## config.mk

```make
export PLATFORM = sky130hd
export DESIGN_NAME = coeff_bus_initiator
export DESIGN_NICKNAME = d
export VERILOG_FILES = /design/src/rtl/coeff_bus_initiator.sv
export SDC_FILE = /design/constraint.sdc
export NUM_CORES = 1
export LEC_CHECK = 0
export BUFFER_PORTS_ARGS = -buffer_cell sky130_fd_sc_hd__buf_2
export CELL_PAD_IN_SITES_DETAIL_PLACEMENT = 1
export CELL_PAD_IN_SITES_GLOBAL_PLACEMENT = 1
export CORE_MARGIN = 1.5
export CORE_UTILIZATION = 44
export CTS_CLUSTER_DIAMETER = 40
export DETAILED_ROUTE_END_ITERATION = 12
export PLACE_DENSITY = 0.87
export SLEW_MARGIN = 20
export SYNTH_ARGS = -nofsm -noshare
export SYNTH_HDL_FRONTEND = slang
export SYNTH_SLANG_ARGS = --single-unit
```

## constraint.sdc

```tcl
create_clock -name iClk_12M -period 4.6 [get_ports iClk_12M]
set_clock_uncertainty 0.2 [all_clocks]
set_input_delay 0.46 -clock iClk_12M [delete_from_list [all_inputs] [get_ports iClk_12M]]
set_output_delay 0.46 -clock iClk_12M [all_outputs]
set_load 0.01 [all_outputs]
```

## src/rtl/coeff_bus_initiator.sv

```systemverilog
// coeff_bus_initiator: streams N coefficients into the FIR controller via arm/setup/write/readback/close bus sequence
module coeff_bus_initiator #(
   parameter int P_TAP_MAX = 64,
   parameter int P_DW = 16
) (
   input  logic                         iClk_12M,
   input  logic                         iRsn,
   input  logic                         iStart,
   input  logic [$clog2(P_TAP_MAX):0]   iNumTap,
   input  logic                         iCoeffValid,
   input  logic [P_DW-1:0]              iCoeff,
   output logic                         oCoeffReady,
   output logic                         oCoeffiUpdateFlag,
   output logic                         oCsnRam,
   output logic                         oWrnRam,
   output logic [$clog2(P_TAP_MAX)-1:0] oAddrRam,
   output logic [P_DW-1:0]              oWrDtRam,
   output logic                         oBusy,
   output logic                         oDone,
   output logic                         oErr
);
   localparam int AW = $clog2(P_TAP_MAX);
   localparam logic [AW:0] TapMax = P_TAP_MAX[AW:0];
   typedef enum logic [2:0] {sIdle, sArm, sSetup, sWrite, sRead, sClose} tState;
   tState state, nextState;
   logic [AW:0] numTap, cnt, nCnt, cntInc;
   logic [AW-1:0] nAddr;
   logic [P_DW-1:0] nData;
   logic nFlag, nCsn, accept, legal;
   assign oCoeffReady = (state == sSetup || state == sWrite) && cnt < numTap;
   assign accept = iCoeffValid & oCoeffReady;
   assign legal = iNumTap != '0 && iNumTap <= TapMax;
   assign cntInc = cnt + 1'b1;
   always_comb begin
      nextState = state;
      nCnt = cnt;
      unique case (state)
         sIdle: begin
            nCnt = '0;
            if (iStart && legal) nextState = sArm;
         end
         sArm: nextState = sSetup;
         sSetup: begin
            nextState = sWrite;
            if (accept) nCnt = cntInc;
         end
         sWrite:
            if (cnt == numTap) begin
               nextState = sRead;
               nCnt = '0;
            end else if (accept) nCnt = cntInc;
         sRead: begin
            nCnt = cntInc;
            if (cntInc == numTap) nextState = sClose;
         end
         sClose: begin
            nextState = sIdle;
            nCnt = '0;
         end
         default: nextState = sIdle;
      endcase
      // a stalled write cycle deselects the RAM but keeps the last address/data on the bus
      nAddr = nextState == sWrite ? (accept ? cnt[AW-1:0] : oAddrRam) :
              (nextState == sRead && state == sRead) ? cntInc[AW-1:0] : '0;
      nData = nextState == sWrite ? (accept ? iCoeff : oWrDtRam) : '0;
      nCsn = !(nextState == sSetup || nextState == sRead || (nextState == sWrite && accept));
      nFlag = nextState == sArm || nextState == sSetup || nextState == sWrite;
   end
   always_ff @(posedge iClk_12M or negedge iRsn)
      if (!iRsn) begin
         state <= sIdle;
         numTap <= '0;
         cnt <= '0;
         oCoeffiUpdateFlag <= 1'b0;
         oCsnRam <= 1'b1;
         oWrnRam <= 1'b1;
         oAddrRam <= '0;
         oWrDtRam <= '0;
         oBusy <= 1'b0;
         oDone <= 1'b0;
         oErr <= 1'b0;
      end else begin
         state <= nextState;
         cnt <= nCnt;
         if (state == sIdle && iStart && legal) numTap <= iNumTap;
         oCoeffiUpdateFlag <= nFlag;
         oCsnRam <= nCsn;
         oWrnRam <= !nFlag;
         oAddrRam <= nAddr;
         oWrDtRam <= nData;
         oBusy <= nextState != sIdle;
         oDone <= nextState == sClose;
         oErr <= state == sIdle && iStart && !legal;
      end
endmodule

```

==> results.sh, run 1 <==
export IMPL_run_status="finished, final reports clean"
export IMPL_fin_crit_ns=3.18
export IMPL_drv_cap=0
export IMPL_nets=317
export IMPL_yosys_area_share_simple_pct=17.0
export IMPL_fin_crit_sh_pct=69.2
export IMPL_cts_max_path_buffers=2
export IMPL_synth_top_area_share_pct=44.9
export IMPL_cts_tree="done"
export IMPL_grt_pass1_wl_microns=11300
export IMPL_dieArea_sq_mm=0.00590
export IMPL_setup_tns_ns=0
export IMPL_met2_length_microns=3390
export IMPL_h_tree_depth=2
export IMPL_syn_nets=266
export IMPL_clkLatencyLatePin_ns=0.30
export IMPL_vias=2114
export IMPL_initial_utilization_pct=46.3
export IMPL_ctsHoldBuffers=0
export IMPL_postLayoutCoreUtil_pct=54.3
export IMPL_gp_congestion=0.875
export IMPL_wl_per_cell_microns=19.4
export IMPL_die_h_microns=76.8
export IMPL_synth_top_family_by_area="compound AO/OA/AOI/OAI gates"
export IMPL_fp_dieW_microns=76.8
export IMPL_synth_area_top_cells="dfrtp_1, a22o_1, ha_1"
export IMPL_cts_setup_buffers=0
export IMPL_slew_limit_headroom_pct=34.2
export IMPL_routed_wirelength_microns=6860
export IMPL_drv_slew=0
export IMPL_power_total_mw=1.27
export IMPL_ir_drop_mv=0.258
export IMPL_grt_start_max_net_pins=46
export IMPL_ctsResizeCount=0
export IMPL_synth_mux_area_share_pct=3.71
export IMPL_ant_nets=0
export IMPL_r2r_start="cnt[5]"
export IMPL_yosysMostFrequentCell="dfrtp_1"
export IMPL_wl_met3_microns=291
export IMPL_vias_per_cell=5.99
export IMPL_drc=0
export IMPL_antenna_cells=0
export IMPL_area_delta_synth_final_pct=17.2
export IMPL_synth_warnings=0
export IMPL_setup_viol=0
export IMPL_core_area_sq_mm=0.00517
export IMPL_io_buffers=55
export IMPL_syn_avg_cell_area_sq_um=10.4
export IMPL_synth_distinct_cells=57
export IMPL_r2r_slack_ns=1.42
export IMPL_crit_type="reg2reg"
export IMPL_p_per_area_mw_per_mm2=450
export IMPL_syn_area_sq_mm=0.00240
export IMPL_yosys_most_used_dff="dfrtp_1"
export IMPL_synth_adder_area_share_pct=4.18
export IMPL_synth_edf_count=0
export IMPL_rsz0062_at_grt="no"
export IMPL_synth_seq_cells=45
export IMPL_reg2reg_to="cnt[4]"
export IMPL_layout_drive_gt1_share_pct=27.6
export IMPL_drt_met1_wl_microns=2920
export IMPL_path_clk_slew_ns=0.09
export IMPL_numCtsBuffers=5
export IMPL_hp_class="in2async"
export IMPL_ios=56
export IMPL_antenna_found_initial=0
export IMPL_first_iter_violations=124
export IMPL_synth_commonest_cells="dfrtp_1, nand2_1, a22o_1, a21oi_1, inv_1"
export IMPL_yosysSeqAreaShare_pct=47.1
export IMPL_yosysTopAreaCell="dfrtp_1"
export IMPL_dpl_hpwl_microns=5020
export IMPL_worstPathRequired_ns=4.61
export IMPL_synth_compound_area_share_pct=20.2
export IMPL_p_leak_nw=1.30
export IMPL_core_rowCount=26
export IMPL_finalHoldViolations=0
export IMPL_cp_end_kind="flip-flop"
export IMPL_synthXorXnorAreaFrac_pct=3.13
export IMPL_top_layer_used="met4"
export IMPL_cts_sinks=45
export IMPL_drtPass1Iterations=6
export IMPL_synth_cells=231
export IMPL_cp_arrival_ns=3.20
export IMPL_worstMarginPinSlew_ns=0.986
export IMPL_async_reset_ff_share_pct=100
export IMPL_track_usage_pct=24.7
export IMPL_grt_overflow=0
export IMPL_r2r_cells=7
export IMPL_max_freq_ghz=0.314
export IMPL_cts_root_buf="clkbuf_8"
export IMPL_grt_pass1_vias=2232
export IMPL_critPathLaunchType="flip-flop"
export IMPL_worstPathMaxFanout=11
-- stage by stage --
stage | hold slack (ns) | instances | cell area [sq um] | setup WS [ns]
6_report | 0.114 | 353 | 2810 | 1.42
5_1_grt | 0.177 | 353 | 2810 | 1.27
4_1_cts | 0.142 | 353 | 2810 | 1.45
3_5_place_dp | 0.255 | 345 | 2700 | 1.49
3_3_place_gp | 0.254 | 345 | 2700 | 1.56
2_1_floorplan | -0.0356 | 231 | 2400 | 1.86
-- registers in the layout (all words and copies together) (netlist names) --
register / flops
oDone: 1
numTap: 7
oBusy: 1
state: 3
oAddrRam: 6
oErr: 1
cnt: 7
oCoeffiUpdateFlag: 1
oWrnRam: 1
oWrDtRam: 16
oCsnRam: 1
-- power breakdown --
group / switching (mW) / internal [mW]
sequential: 0.0912 / 0.463
combinational: 0.224 / 0.184
clock: 0.139 / 0.163
-- cell usage in the layout, fill, tap and decap left out, types with 7 or more instances in the layout --
master and instances:
a21oi_1 13, o21ai_0 10, nor2_1 10, dfrtp_1 43, ha_1 8, inv_1 12, nand2_1 24, buf_2 55
a22o_1 16, mux2_2 7
-- how the worst max path moves through the flow --
| stage | from | end | slack (ns) |
|---|---|---|---|
| 2_1_floorplan | cnt[0] | oWrnRam | 1.86 |
| 3_3_place_gp | cnt[0] | oWrnRam | 1.56 |
| 3_5_place_dp | cnt[5] | cnt[4] | 1.49 |
| 4_1_cts | cnt[5] | cnt[4] | 1.45 |
| 5_1_grt | cnt[5] | cnt[4] | 1.27 |
| 6_report | cnt[5] | cnt[4] | 1.42 |
-- logic make-up (layout without fill, tap and decap cells) --
| kind of cell | after synthesis | count (layout) |
|---|---|---|
| AND/OR/NAND/NOR | 71 | 71 |
| multiplexers | 8 | 8 |
| flip-flops | 45 | 45 |
| XOR/XNOR | 7 | 7 |
| buffers and inverters | 24 | 76 |
| adder cells (fa/ha/maj) | 8 | 8 |
| AO/OA/AOI/OAI | 68 | 68 |
-- layout make-up --
type                       instances  area [sq um]
tap                               70          87.6
clock buffer                       6          72.6
inverter                          12          45.0
sequential                        45          1130
multi-input combinational        162          1150
clock inverter                     2          38.8
fill                             600          2360
timing repair buffer              56           283
-- per-layer routing --
metal	up-vias	track usage, %
li1	962	-
met1	1067	30.2
met2	64	42.0
met3	21	4.76
met4	0	11.1
met5	-	0
-- critical path, cell delays in order (launching register included) --
cell,delay [ns]
dfrtp_1,0.57
ha_1,0.35
and4_1,0.26
a311oi_1,0.44
nor3b_2,0.66
or2_2,0.30
a21oi_1,0.09
o21ai_0,0.21
Power figures use the tool's default switching activity.
==> run 2: changes to the inputs <==
--- a/config.mk
+++ b/config.mk
@@ -9,10 +9,10 @@
 export CELL_PAD_IN_SITES_DETAIL_PLACEMENT = 1
 export CELL_PAD_IN_SITES_GLOBAL_PLACEMENT = 1
 export CORE_MARGIN = 1.5
-export CORE_UTILIZATION = 44
+export CORE_UTILIZATION = 37
 export CTS_CLUSTER_DIAMETER = 40
 export DETAILED_ROUTE_END_ITERATION = 12
-export PLACE_DENSITY = 0.87
+export PLACE_DENSITY = 0.78
 export SLEW_MARGIN = 20
 export SYNTH_ARGS = -nofsm -noshare
 export SYNTH_HDL_FRONTEND = slang
==> constraint.sdc (replaced) <==
create_clock -name iClk_12M -period 2.6 [get_ports iClk_12M]
set_clock_uncertainty 0.2 [all_clocks]
set_input_delay 0.26 -clock iClk_12M [delete_from_list [all_inputs] [get_ports iClk_12M]]
set_output_delay 0.26 -clock iClk_12M [all_outputs]
set_load 0.01 [all_outputs]
==> run 2 against run 1 <==
Effect of this change: the flow now finishes with violations (setup timing); worst hold slack worse by 0.10 ns; non-clock buffer count increased by 62; flip-flop and latch count unchanged; combinational power grew to 2.8 times the previous value; die area grew 18%; total power is 100% higher; clock-buffer cell count is 1 lower; final cell count rose by 20%; via count grew 19%; register-to-register slack lost 1.5 ns; largest cell class unchanged.
==> results.sh, run 2 (synthesis results as in run 1) <==
export IMPL_ir_drop_mv=0.305
export IMPL_p_leak_nw=1.60
export IMPL_critPathLaunchType="flip-flop"
export IMPL_drv_cap=0
export IMPL_largest_reg_flops=16
export IMPL_whs_path_depth=2
export IMPL_antenna_found_initial=0
export IMPL_power_total_mw=2.58
export IMPL_worstMarginPinSlew_ns=0.476
export IMPL_switching_share_pct=39.5
export IMPL_first_iter_violations=229
export IMPL_holdWs_ns=0.0109
export IMPL_drc=0
export IMPL_cp_end_kind="flip-flop"
export IMPL_violations="setup timing"
export IMPL_ant_nets=0
export IMPL_p_clk_share_pct=18.6
export IMPL_largest_register="oWrDtRam"
export IMPL_cts_max_path_buffers=2
export IMPL_critPathMaxStageDelay_ns=0.55
export IMPL_initial_utilization_pct=38.0
export IMPL_cts_sinks=45
export IMPL_holdPathEnd="numTap[3]"
export IMPL_seqPwrFrac_pct=36.9
export IMPL_timing_final_ws_setup_ns=-0.0425
export IMPL_clkLatencyLatePin_ns=0.32
export IMPL_antenna_cells=0
export IMPL_area_delta_synth_final_pct=43.5
export IMPL_switchingPower_mw=1.02
export IMPL_fp_dieW_microns=83.5
export IMPL_hp_class="in2reg"
export IMPL_core_rowCount=29
export IMPL_worstPathRequired_ns=2.60
export IMPL_crit_type="reg2reg"
export IMPL_gp_congestion=0.823
export IMPL_path_clk_slew_ns=0.10
export IMPL_cp_arrival_ns=2.64
export IMPL_combPwrFrac_pct=44.4
export IMPL_setup_viol=3
export IMPL_slew_limit_headroom_pct=67.8
export IMPL_layout_drive_gt1_share_pct=41.4
export IMPL_crit_buf_inv=2
export IMPL_min_from="iNumTap[3]"
export IMPL_vias_per_cell=5.99
export IMPL_grt_pass1_vias=2619
export IMPL_track_usage_pct=26.3
export IMPL_routed_wirelength_microns=9660
export IMPL_nFillCells=732
export IMPL_dp_slack_ns=-0.116
export IMPL_rsz0062_at_grt="yes"
export IMPL_r2r_start="cnt[2]"
export IMPL_worstPathMaxFanout=6
export IMPL_numCtsBuffers=5
export IMPL_die_h_microns=83.5
export IMPL_final_cell_mix="buf_2, dfrtp_1, buf_4"
export IMPL_grt_overflow=0
export IMPL_vias=2526
export IMPL_setup_tns_ns=-0.0669
export IMPL_fin_crit_ns=2.64
export IMPL_drtPass1Iterations=4
export IMPL_dpl_hpwl_microns=5340
export IMPL_reg2reg_to="oAddrRam[3]"
export IMPL_max_freq_ghz=0.378
export IMPL_dieArea_sq_mm=0.00697
export IMPL_r2r_cells=8
export IMPL_r2r_slack_ns=-0.04
export IMPL_p_int_mw=1.56
export IMPL_ios=56
export IMPL_h_tree_depth=2
export IMPL_nets=379
export IMPL_final_common_cell="buf_2"
export IMPL_crit_family="simple AND/OR/NAND/NOR gates"
export IMPL_fin_crit_sh_pct=102
export IMPL_crit_chain="buf_4, and3_2, xnor2_1, a22oi_1, or4b_4, buf_6, a31oi_4, o21ai_2"
export IMPL_cts_root_buf="clkbuf_8"
export IMPL_wl_per_cell_microns=22.9
export IMPL_run_status="finished, violations left"
export IMPL_drv_slew=0
export IMPL_grt_pass1_wl_microns=14400
export IMPL_worst_path_max_delay_cell="or4b_4"
export IMPL_core_area_sq_mm=0.00631
export IMPL_finalHoldViolations=0
export IMPL_largestRegisters="oWrDtRam x16, cnt x7, numTap x7"
export IMPL_p_per_area_mw_per_mm2=750
export IMPL_grt_start_max_net_pins=33
export IMPL_io_buffers=55
export IMPL_cts_tree="done"
## run 2: power by group through the flow
stage	combinational, mW	sequential, mW	clock [mW]
2_1_floorplan	0.515	0.944	0
3_3_place_gp	0.852	0.937	0
3_5_place_dp	0.896	0.948	0
4_1_cts	0.970	0.932	0.475
5_1_grt	1.22	0.959	0.521
6_report	1.15	0.953	0.481
## run 2: worst max path at each step
stage / from / endpoint / slack (ns) / cells after the start
detailed placement: cnt[2] / cnt[4] / -0.12 / 8
CTS: cnt[0] / oAddrRam[3] / -0.02 / 8
floorplan: cnt[0] / oWrnRam / 0.07 / 8
global placement: cnt[2] / oAddrRam[3] / -0.02 / 8
finish: cnt[2] / oAddrRam[3] / -0.04 / 8
global route: numTap[6] / oAddrRam[5] / -0.09 / 9
## run 2: area by class of cell
class	instances	area, sq um	share of cell area, %
tap	77	96.3	2.80
multi-input combinational	162	1270	36.9
sequential	45	1130	32.9
clock buffer	5	68.8	2.00
clock inverter	3	22.5	0.655
inverter	12	45.0	1.31
timing repair buffer	118	806	23.4
## run 2: worst register-to-register path, cell delays in order, from the launching register on
cell,delay (ns)
dfrtp_2,0.48
buf_4,0.18
and3_2,0.23
xnor2_1,0.18
a22oi_1,0.24
or4b_4,0.55
buf_6,0.17
a31oi_4,0.20
o21ai_2,0.10
## run 2: repair_timing
| item | 4_1_cts | 5_1_grt |
|---|---|---|
| endpoints found under the setup margin | 28 | 32 |
| buffers inserted | 2 | 6 |
| pin swaps | 1 | 8 |
| resized for setup | 9 | 19 |
| hold endpoints to repair | 32 | 0 |
| hold buffers | 20 | 0 |
## run 2: per-stage QoR
stage                     std cells  util, %  cell area, sq um
final                           422     54.5              3440
after detailed placement        386     47.1              2980
after global routing            422     54.5              3440
after CTS                       416     52.5              3310
after global placement          386     47.1              2980
after floorplan                 231        -              2410
## run 2: layer usage
metal | up-vias | part of all wire [%] | wire length [microns] | track usage [%]
met5 | - | 0 | 0 | 0
met4 | 0 | 3.9 | 376 | 11.2
met3 | 32 | 5.5 | 527 | 4.15
met2 | 105 | 51 | 4950 | 46.7
met1 | 1304 | 39 | 3800 | 31.7
li1 | 1085 | - | - | -
